<file path="src/rtl/sccb_init_sequencer.sv">
// Walks a {reg_addr, reg_data} ROM and issues one SCCB write per entry.
// Supports power-up and embedded delays, NACK retries, and a done/error report.
module sccb_init_sequencer #(
  parameter logic [6:0] DEV_ADDR  = 7'h21,
  parameter int         ROM_AW    = 8,
  parameter int         PWR_DELAY = 1000,
  parameter int         CMD_DELAY = 10000,
  parameter int         MAX_RETRY = 3,
  parameter int         CNT_W     = 24
) (
  input  logic              i_clk,
  input  logic              i_rst,
  input  logic              i_start,
  output logic [ROM_AW-1:0] o_rom_addr,
  input  logic [15:0]       i_rom_data,
  output logic              o_req,
  output logic [6:0]        o_dev_addr,
  output logic [7:0]        o_reg_addr,
  output logic [7:0]        o_reg_data,
  input  logic              i_ready,
  input  logic              i_done,
  input  logic              i_nack,
  output logic              o_busy,
  output logic              o_done,
  output logic              o_error,
  output logic [ROM_AW:0]   o_count
);
  localparam logic [15:0]       END_MARK = 16'hFFFF;
  localparam logic [15:0]       DLY_MARK = 16'hFFF0;
  localparam logic [ROM_AW-1:0] IDX_LAST = '1;
  localparam int                RW       = (MAX_RETRY < 1) ? 1 : $clog2(MAX_RETRY + 1);
  localparam logic [RW-1:0]     RTY_MAX  = RW'(MAX_RETRY);

  typedef enum logic [3:0] {
    S_IDLE, S_PWR_WAIT, S_DELAY, S_FETCH, S_DECODE,
    S_ISSUE, S_WAIT_DONE, S_DONE, S_ERROR
  } state_t;

  state_t            r_state;
  logic [CNT_W-1:0]  r_cnt;
  logic [ROM_AW-1:0] r_idx;
  logic [RW-1:0]     r_retry;
  logic              r_last;   // delay marker sat in the final ROM slot

  assign o_dev_addr = DEV_ADDR;
  assign o_rom_addr = r_idx;

  always_ff @(posedge i_clk or posedge i_rst) begin
    if (i_rst) begin
      r_state    <= S_IDLE;
      r_cnt      <= '0;
      r_idx      <= '0;
      r_retry    <= '0;
      r_last     <= 1'b0;
      o_req      <= 1'b0;
      o_reg_addr <= '0;
      o_reg_data <= '0;
      o_busy     <= 1'b0;
      o_done     <= 1'b0;
      o_error    <= 1'b0;
      o_count    <= '0;
    end else begin
      case (r_state)
        S_IDLE, S_DONE, S_ERROR: begin
          if (i_start) begin
            r_idx   <= '0;
            r_retry <= '0;
            r_last  <= 1'b0;
            o_count <= '0;
            o_done  <= 1'b0;
            o_error <= 1'b0;
            o_busy  <= 1'b1;
            r_cnt   <= CNT_W'(PWR_DELAY);
            r_state <= S_PWR_WAIT;
          end
        end
        S_PWR_WAIT, S_DELAY: begin
          if (r_cnt == CNT_W'(1)) begin
            if (r_last) begin
              o_done  <= 1'b1;
              o_busy  <= 1'b0;
              r_state <= S_DONE;
            end else begin
              r_state <= S_FETCH;
            end
          end else begin
            r_cnt <= r_cnt - CNT_W'(1);
          end
        end
        S_FETCH: r_state <= S_DECODE;
        S_DECODE: begin
          if (i_rom_data == END_MARK) begin
            o_done  <= 1'b1;
            o_busy  <= 1'b0;
            r_state <= S_DONE;
          end else if (i_rom_data == DLY_MARK) begin
            r_cnt   <= CNT_W'(CMD_DELAY);
            r_state <= S_DELAY;
            if (r_idx == IDX_LAST) r_last <= 1'b1;
            else                   r_idx  <= r_idx + ROM_AW'(1);
          end else begin
            o_reg_addr <= i_rom_data[15:8];
            o_reg_data <= i_rom_data[7:0];
            o_req      <= 1'b1;
            r_state    <= S_ISSUE;
          end
        end
        S_ISSUE: begin
          if (o_req && i_ready) begin
            o_req   <= 1'b0;
            r_state <= S_WAIT_DONE;
          end
        end
        S_WAIT_DONE: begin
          if (i_done) begin
            if (!i_nack) begin
              o_count <= o_count + (ROM_AW+1)'(1);
              r_retry <= '0;
              if (r_idx == IDX_LAST) begin
                o_done  <= 1'b1;
                o_busy  <= 1'b0;
                r_state <= S_DONE;
              end else begin
                r_idx   <= r_idx + ROM_AW'(1);
                r_state <= S_FETCH;
              end
            end else if (r_retry < RTY_MAX) begin
              r_retry <= r_retry + RW'(1);
              o_req   <= 1'b1;
              r_state <= S_ISSUE;
            end else begin
              o_error <= 1'b1;
              o_busy  <= 1'b0;
              r_state <= S_ERROR;
            end
          end
        end
        default: r_state <= S_IDLE;
      endcase
    end
  end
endmodule

</file>
<file path="config.mk">
export PLATFORM = sky130hd
export DESIGN_NAME = sccb_init_sequencer
export DESIGN_NICKNAME = d
export VERILOG_FILES = /design/src/rtl/sccb_init_sequencer.sv
export SDC_FILE = /design/constraint.sdc
export NUM_CORES = 1
export LEC_CHECK = 0
export ABC_AREA = 1
export BUFFER_PORTS_ARGS = -buffer_cell sky130_fd_sc_hd__buf_2
export CELL_PAD_IN_SITES_DETAIL_PLACEMENT = 0
export CELL_PAD_IN_SITES_GLOBAL_PLACEMENT = 1
export CORE_UTILIZATION = 44
export DETAILED_ROUTE_END_ITERATION = 8
export PLACE_DENSITY_LB_ADDON = 0.1
export SLEW_MARGIN = 15
export SYNTH_ARGS = -nofsm -noshare
export SYNTH_HDL_FRONTEND = slang
export SYNTH_SLANG_ARGS = --single-unit
</file>
<file path="constraint.sdc">
create_clock -name i_clk -period 3.72 [get_ports i_clk]
set_clock_uncertainty 0.1 [all_clocks]
set_input_delay 0.558 -clock i_clk [delete_from_list [all_inputs] [get_ports i_clk]]
set_output_delay 0.558 -clock i_clk [all_outputs]
set_load 0.005 [all_outputs]
</file>
== Yosys cells after proc, flatten, opt, wreduce, memory -nomap -nowiden ==
Cells that the tools add are included.
Word-level totals
  flip-flop bits (word level): 68
  bits of input ports: 22
  logic and storage cells: 134
Cells by class
  add/subtract/negate cells: 4
  magnitude comparators: 1
  equal/unequal tests: 31
  multiplexer cells: 63
  bitwise logic cells: 2
  reductions and logical operators: 21
Operator list (count)
  24-bit 2-to-1 mux: 4
  24-bit one-hot mux with 3 select lines: 1
  8-bit 2-to-1 mux: 6
  16-bit equality test (second input constant): 2
  2-bit != test (second input constant): 16
  9-bit 2-to-1 mux: 3
  1-bit 2-to-1 mux: 26
  24-bit by 1-bit equality test with 1-bit output (second input constant): 1
  4-bit 2-to-1 mux: 6
  4-bit one-hot mux with 6 select lines: 1
  8-bit one-hot mux with 3 select lines: 1
  24-bit by 1-bit subtractor with 24-bit output (second input constant): 1
  9-bit one-hot mux with 2 select lines: 1
  4-bit by 3-bit equality test with 1-bit output (second input constant): 4
  8-bit AND reduction: 2
  5-bit AND reduction: 3
  3-bit 2-to-1 mux: 4
  4-bit AND reduction: 3
  9-bit by 1-bit adder with 9-bit output (second input constant): 1
  3-bit != test (second input constant): 3
  3-bit nonzero test: 3
  8-bit by 1-bit adder with 8-bit output (second input constant): 1
  4-bit by 2-bit equality test with 1-bit output (second input constant): 2
  8-bit equality test (second input constant): 1
  other kinds (19): 26

== Logic depth before layout (Yosys ltp) ==
  word-level depth: 5
  gate-level depth with buffers: 12

== Worst setup path before layout ==
No wires, ideal clock.
  path kind: input -> register
  from: in i_rom_data[4]
  to: reg r_idx[7] (netlist: o_rom_addr[7])
  setup time: 0.122 ns
  arrival time: 1.514 ns
  data required time: 3.498 ns
  setup slack: 1.984 ns
  cell stages on the path: 10
  cells stage by stage: nand2_1 > nor2_1 > inv_1 > nor2_1 > nand2_1 > a21boi_2 > buf_4 > nand3_4 > nand2_1 > nand2_1
Between the ends
  word-level cells in the longest chain between the ends: 3
  elaborated cells on any way between the ends: 5
  those cells by class: eq/ne (4); reduce/logical (1)
RTL lines
  start: declaration: RTL line 15  | input logic [15:0] i_rom_data,
  16-bit equality test, on equally long branches: RTL line 96, 92
  2-bit != test (no source line)
  6-bit AND reduction (no source line) (*)
  end signal: assignment: RTL line 100  | else r_idx <= r_idx + ROM_AW'(1);
  end signal: assignment: RTL line 124  | r_idx <= r_idx + ROM_AW'(1);
  end: declaration: RTL line 41  | logic [ROM_AW-1:0] r_idx;
Mark *: on every way between the ends. The rest lies on a longest branch, timed or not.
A chain may end at the register's enable or synchronous reset.

== Worst setup path in the final report ==
  from: reg r_state[0]
  to: reg r_cnt[6]
Between the ends
  word-level cells in the longest chain between the ends: 4
  elaborated cells on any way between the ends: 15
  those cells by class: eq/ne (9); mux (1); reduce/logical (5)
RTL lines
  start: declaration: RTL line 39  | state_t r_state;
  start signal: assignment: RTL line 50  | r_state <= S_IDLE;
  start signal: assignment: RTL line 74  | r_state <= S_PWR_WAIT;
  start signal: assignment: RTL line 82  | r_state <= S_DONE;
  4-bit by 3-bit equality test with 1-bit output (tied with other cells): RTL line 63  | case (r_state)
  3-bit OR reduction or 2-bit OR reduction (tied branches): RTL line 63
  2-bit != test (no source line) or 3-bit nonzero test (tied branches)
  5-bit AND reduction (no source line)
  end signal: assignment: RTL line 73  | r_cnt <= CNT_W'(PWR_DELAY);
  end signal: assignment: RTL line 87  | r_cnt <= r_cnt - CNT_W'(1);
  end signal: assignment: RTL line 97  | r_cnt <= CNT_W'(CMD_DELAY);
  end: declaration: RTL line 40  | logic [CNT_W-1:0] r_cnt;
Several ways; a longest one is shown, not always the timed one.

==> metrics <==
ant diodes=0; initial antenna violation count=0; worst r2r path cells=10; met1 usage=28.7%; CP Max Fanout=37; post-synthesis sequential area ratio=40.2%; TritonCTS clock tree=built; synthesized-area fraction occupied by adder cells=1.48%; most frequent cells in the layout=nand2_1 (215), nor2_1 (80), dfrtp_1 (68); routed vias/inst=4.89; first-pass GRT wire length=17000 µm; CTS buffer count=9; Placement Rows=35; RSZ-0062 raised after global routing=no; initial DRC count=137; Final TNS setup=0 ns; Power Density=714 nW/µm²; Synth Warn #=0; Post-CTS Hold Buffers=0; met2 GRT Util=35.2%; worst path bufs/invs=2; WL final=9790 µm; status=complete, no violations; VDD IR-drop max=0.440 mV; FMAX=408 MHz; post-CTS setup buffer count=0; post-route clock period utilization=65.8%; CP arrival=2.64 ns; RR Startpoint=r_state[0]; CP Class=flop to flop; post-CTS sizing=0; number of flops mapped to enable cells by yosys=0; Cells after Synth=617; width of the chip=100 µm; Comb power frac=51.5%; Final ANT Viol Nets=0; Crit. End Element=flop; DP Worst Slack=1.08 ns; combinational family with the most area after synthesis=simple AND/OR/NAND/NOR gates; Skew-Pair Late Insertion Delay=0.35 ns; Max Slew Vio Count=0; Die H=100 µm; post-synthesis mux area share=0%; Core ar.=9280 µm²; GR Overflow Total=0; wire length per cell=12.1 µm; internal cell power=1.77 mW; dpl cells=793; DRC=0; commonest non-fill, non-tap cell in the layout=nand2_1; Compound-Gate Fraction of Synth Area=7.24%; slowest CP cell=a21boi_2; I/O pins=66; dpl hpwl=7150 µm; Most used DFF post-synth=dfrtp_1; largest net degree at the start of global routing=43; minimum clock period after layout=2.45 ns; grt peak-use layer=met2; vias in the first global route=3642; Non-Filler Instances=808; Synth Area in XOR/XNOR=3.52%; Slew @ Worst Pin=0.944 ns; Unique masters post-synth=32; relative slew slack=36.9%; gr usage total=21.4%; Placer Congestion=0.843; Mapped Area=4230 µm²; P_sw=1.64 mW; critical path data required time=3.91 ns; die area=10000 µm²; startpoint types=flop; H-tree depth=3; Longest Clk Path Bufs=2; Critical Path Stages=10; # setup viols final=0; GR Layer Usage met3=3.06%; top cell family by delay on the critical path=simple AND/OR/NAND/NOR gates; async set-reset flop share out of synthesis=100%; Cell Chain, Critical Path=nand2_1 -> inv_2 -> nand2_1 -> nand2_2 -> nand2_1 -> a21boi_2 -> nand2_4 -> inv_2 -> nand2_1 -> nand2_1; synthesized area per cell=6.86 µm²; switching share of power=48.1%; Hold Vio Cnt, Final=0; slowest stage delay, CP=0.52 ns; clk slew on worst S/H paths=0.07 ns; Hold Path Class=input pin to async pin; Pre-antenna DRT Iters=5; Post-Synth Simple-Gate Area=38.5%; root buffer cell=clkbuf_8; Lkg Pwr=2.59 nW; area grow syn2layout=12.8%; Critical Path Most Common Cell=nand2_1; input/output buffers=58; fillers=965; sequential share of power=32.5%; Final #Nets=702; fin worst setup slack=1.27 ns; crit path launch=r_state[0]; Max Cap Viol=0; #FFs+latches synth=68; initial core utilization=45.6%; clk sinks=68; clock share of power=16.0%; vias post-DR=3952; layout cell share with drive strength beyond 1=14.6%
==> flip-flops by register name, summed over array words and instances, names as in the netlist, 2 cells and up <==
name and flops:
r_cnt 24, r_retry 2, o_reg_data 8, o_count 9, r_state 4, o_reg_addr 8, o_rom_addr 8
==> cells in the mapped netlist (9+ instances only) <==
library cell,count,share of area (%)
xor2_1,12,2.5
nand3_1,43,5.1
inv_2,9,0.80
a21oi_1,9,1.1
o21ai_0,31,3.7
nand4_1,19,2.8
dfrtp_1,68,40
nor2_1,80,7.1
o21ai_1,16,1.9
nand2_1,215,19
inv_1,57,5.1
buf_4,13,2.3
==> final timing paths <==
check                                 to  slack, ns
max                             r_cnt[6]       1.27
min                        o_reg_data[3]       0.30
max reg2reg                     r_cnt[6]       1.27
min reg2reg                      o_error       0.37
max in group asynchronous         o_busy       2.31
min in group i_clk         o_reg_addr[5]       0.36
==> worst reg2reg max path, delay by kind of cell (launching register included) <==
family,cells,cell delay [ns]
AND/OR/NAND/NOR,7,0.94
AO/OA/AOI/OAI,1,0.52
flip-flops,1,0.46
buffers and inverters,2,0.38
==> metrics by stage <==
| stage | power (mW) | util (%) | area [µm²] | hold slack (ns) |
|---|---|---|---|---|
| detailed placement | 2.88 | 49.6 | 4600 | 0.357 |
| finish | 3.41 | 51.4 | 4770 | 0.301 |
| CTS | 3.44 | 51.4 | 4770 | 0.336 |
| global placement | 2.85 | 49.6 | 4600 | 0.357 |
| floorplan | 2.46 | - | 4250 | 0.349 |
| global route | 3.75 | 51.4 | 4770 | 0.376 |
==> logic make-up after synthesis <==
kind of cell / after synthesis
simple gates: 380
xor+xnor: 17
flops: 68
compound gates: 59
buf+inv: 86
fa+ha+maj: 5
other cells: 2
==> power by group through the flow <==
stage / sequential [mW] / clock (mW) / combinational (mW)
floorplan: 1.10 / 0 / 1.36
global placement: 1.11 / 0 / 1.74
detailed placement: 1.12 / 0 / 1.76
CTS: 1.11 / 0.566 / 1.76
global route: 1.13 / 0.593 / 2.03
finish: 1.11 / 0.546 / 1.75
==> final cells by class <==
class                           instances  area (µm²)  area share [%]
Timing Repair Buffer                   61         313            6.55
Tap cell                              129         161            3.38
Multi-Input combinational cell        468        2170            45.5
Sequential cell                        68        1700            35.7
Clock inverter                          2        10.0           0.210
Inverter                               67         254            5.32
Clock buffer                           13         159            3.33
==> routing by layer <==
layer | up-vias | share of wire [%]
li1 | 2055 | -
met1 | 1824 | 49
met2 | 63 | 46
met3 | 10 | 3.2
met4 | 0 | 1.3
met5 | - | 0
No activity file was read; power rests on OpenSTA's default activity.
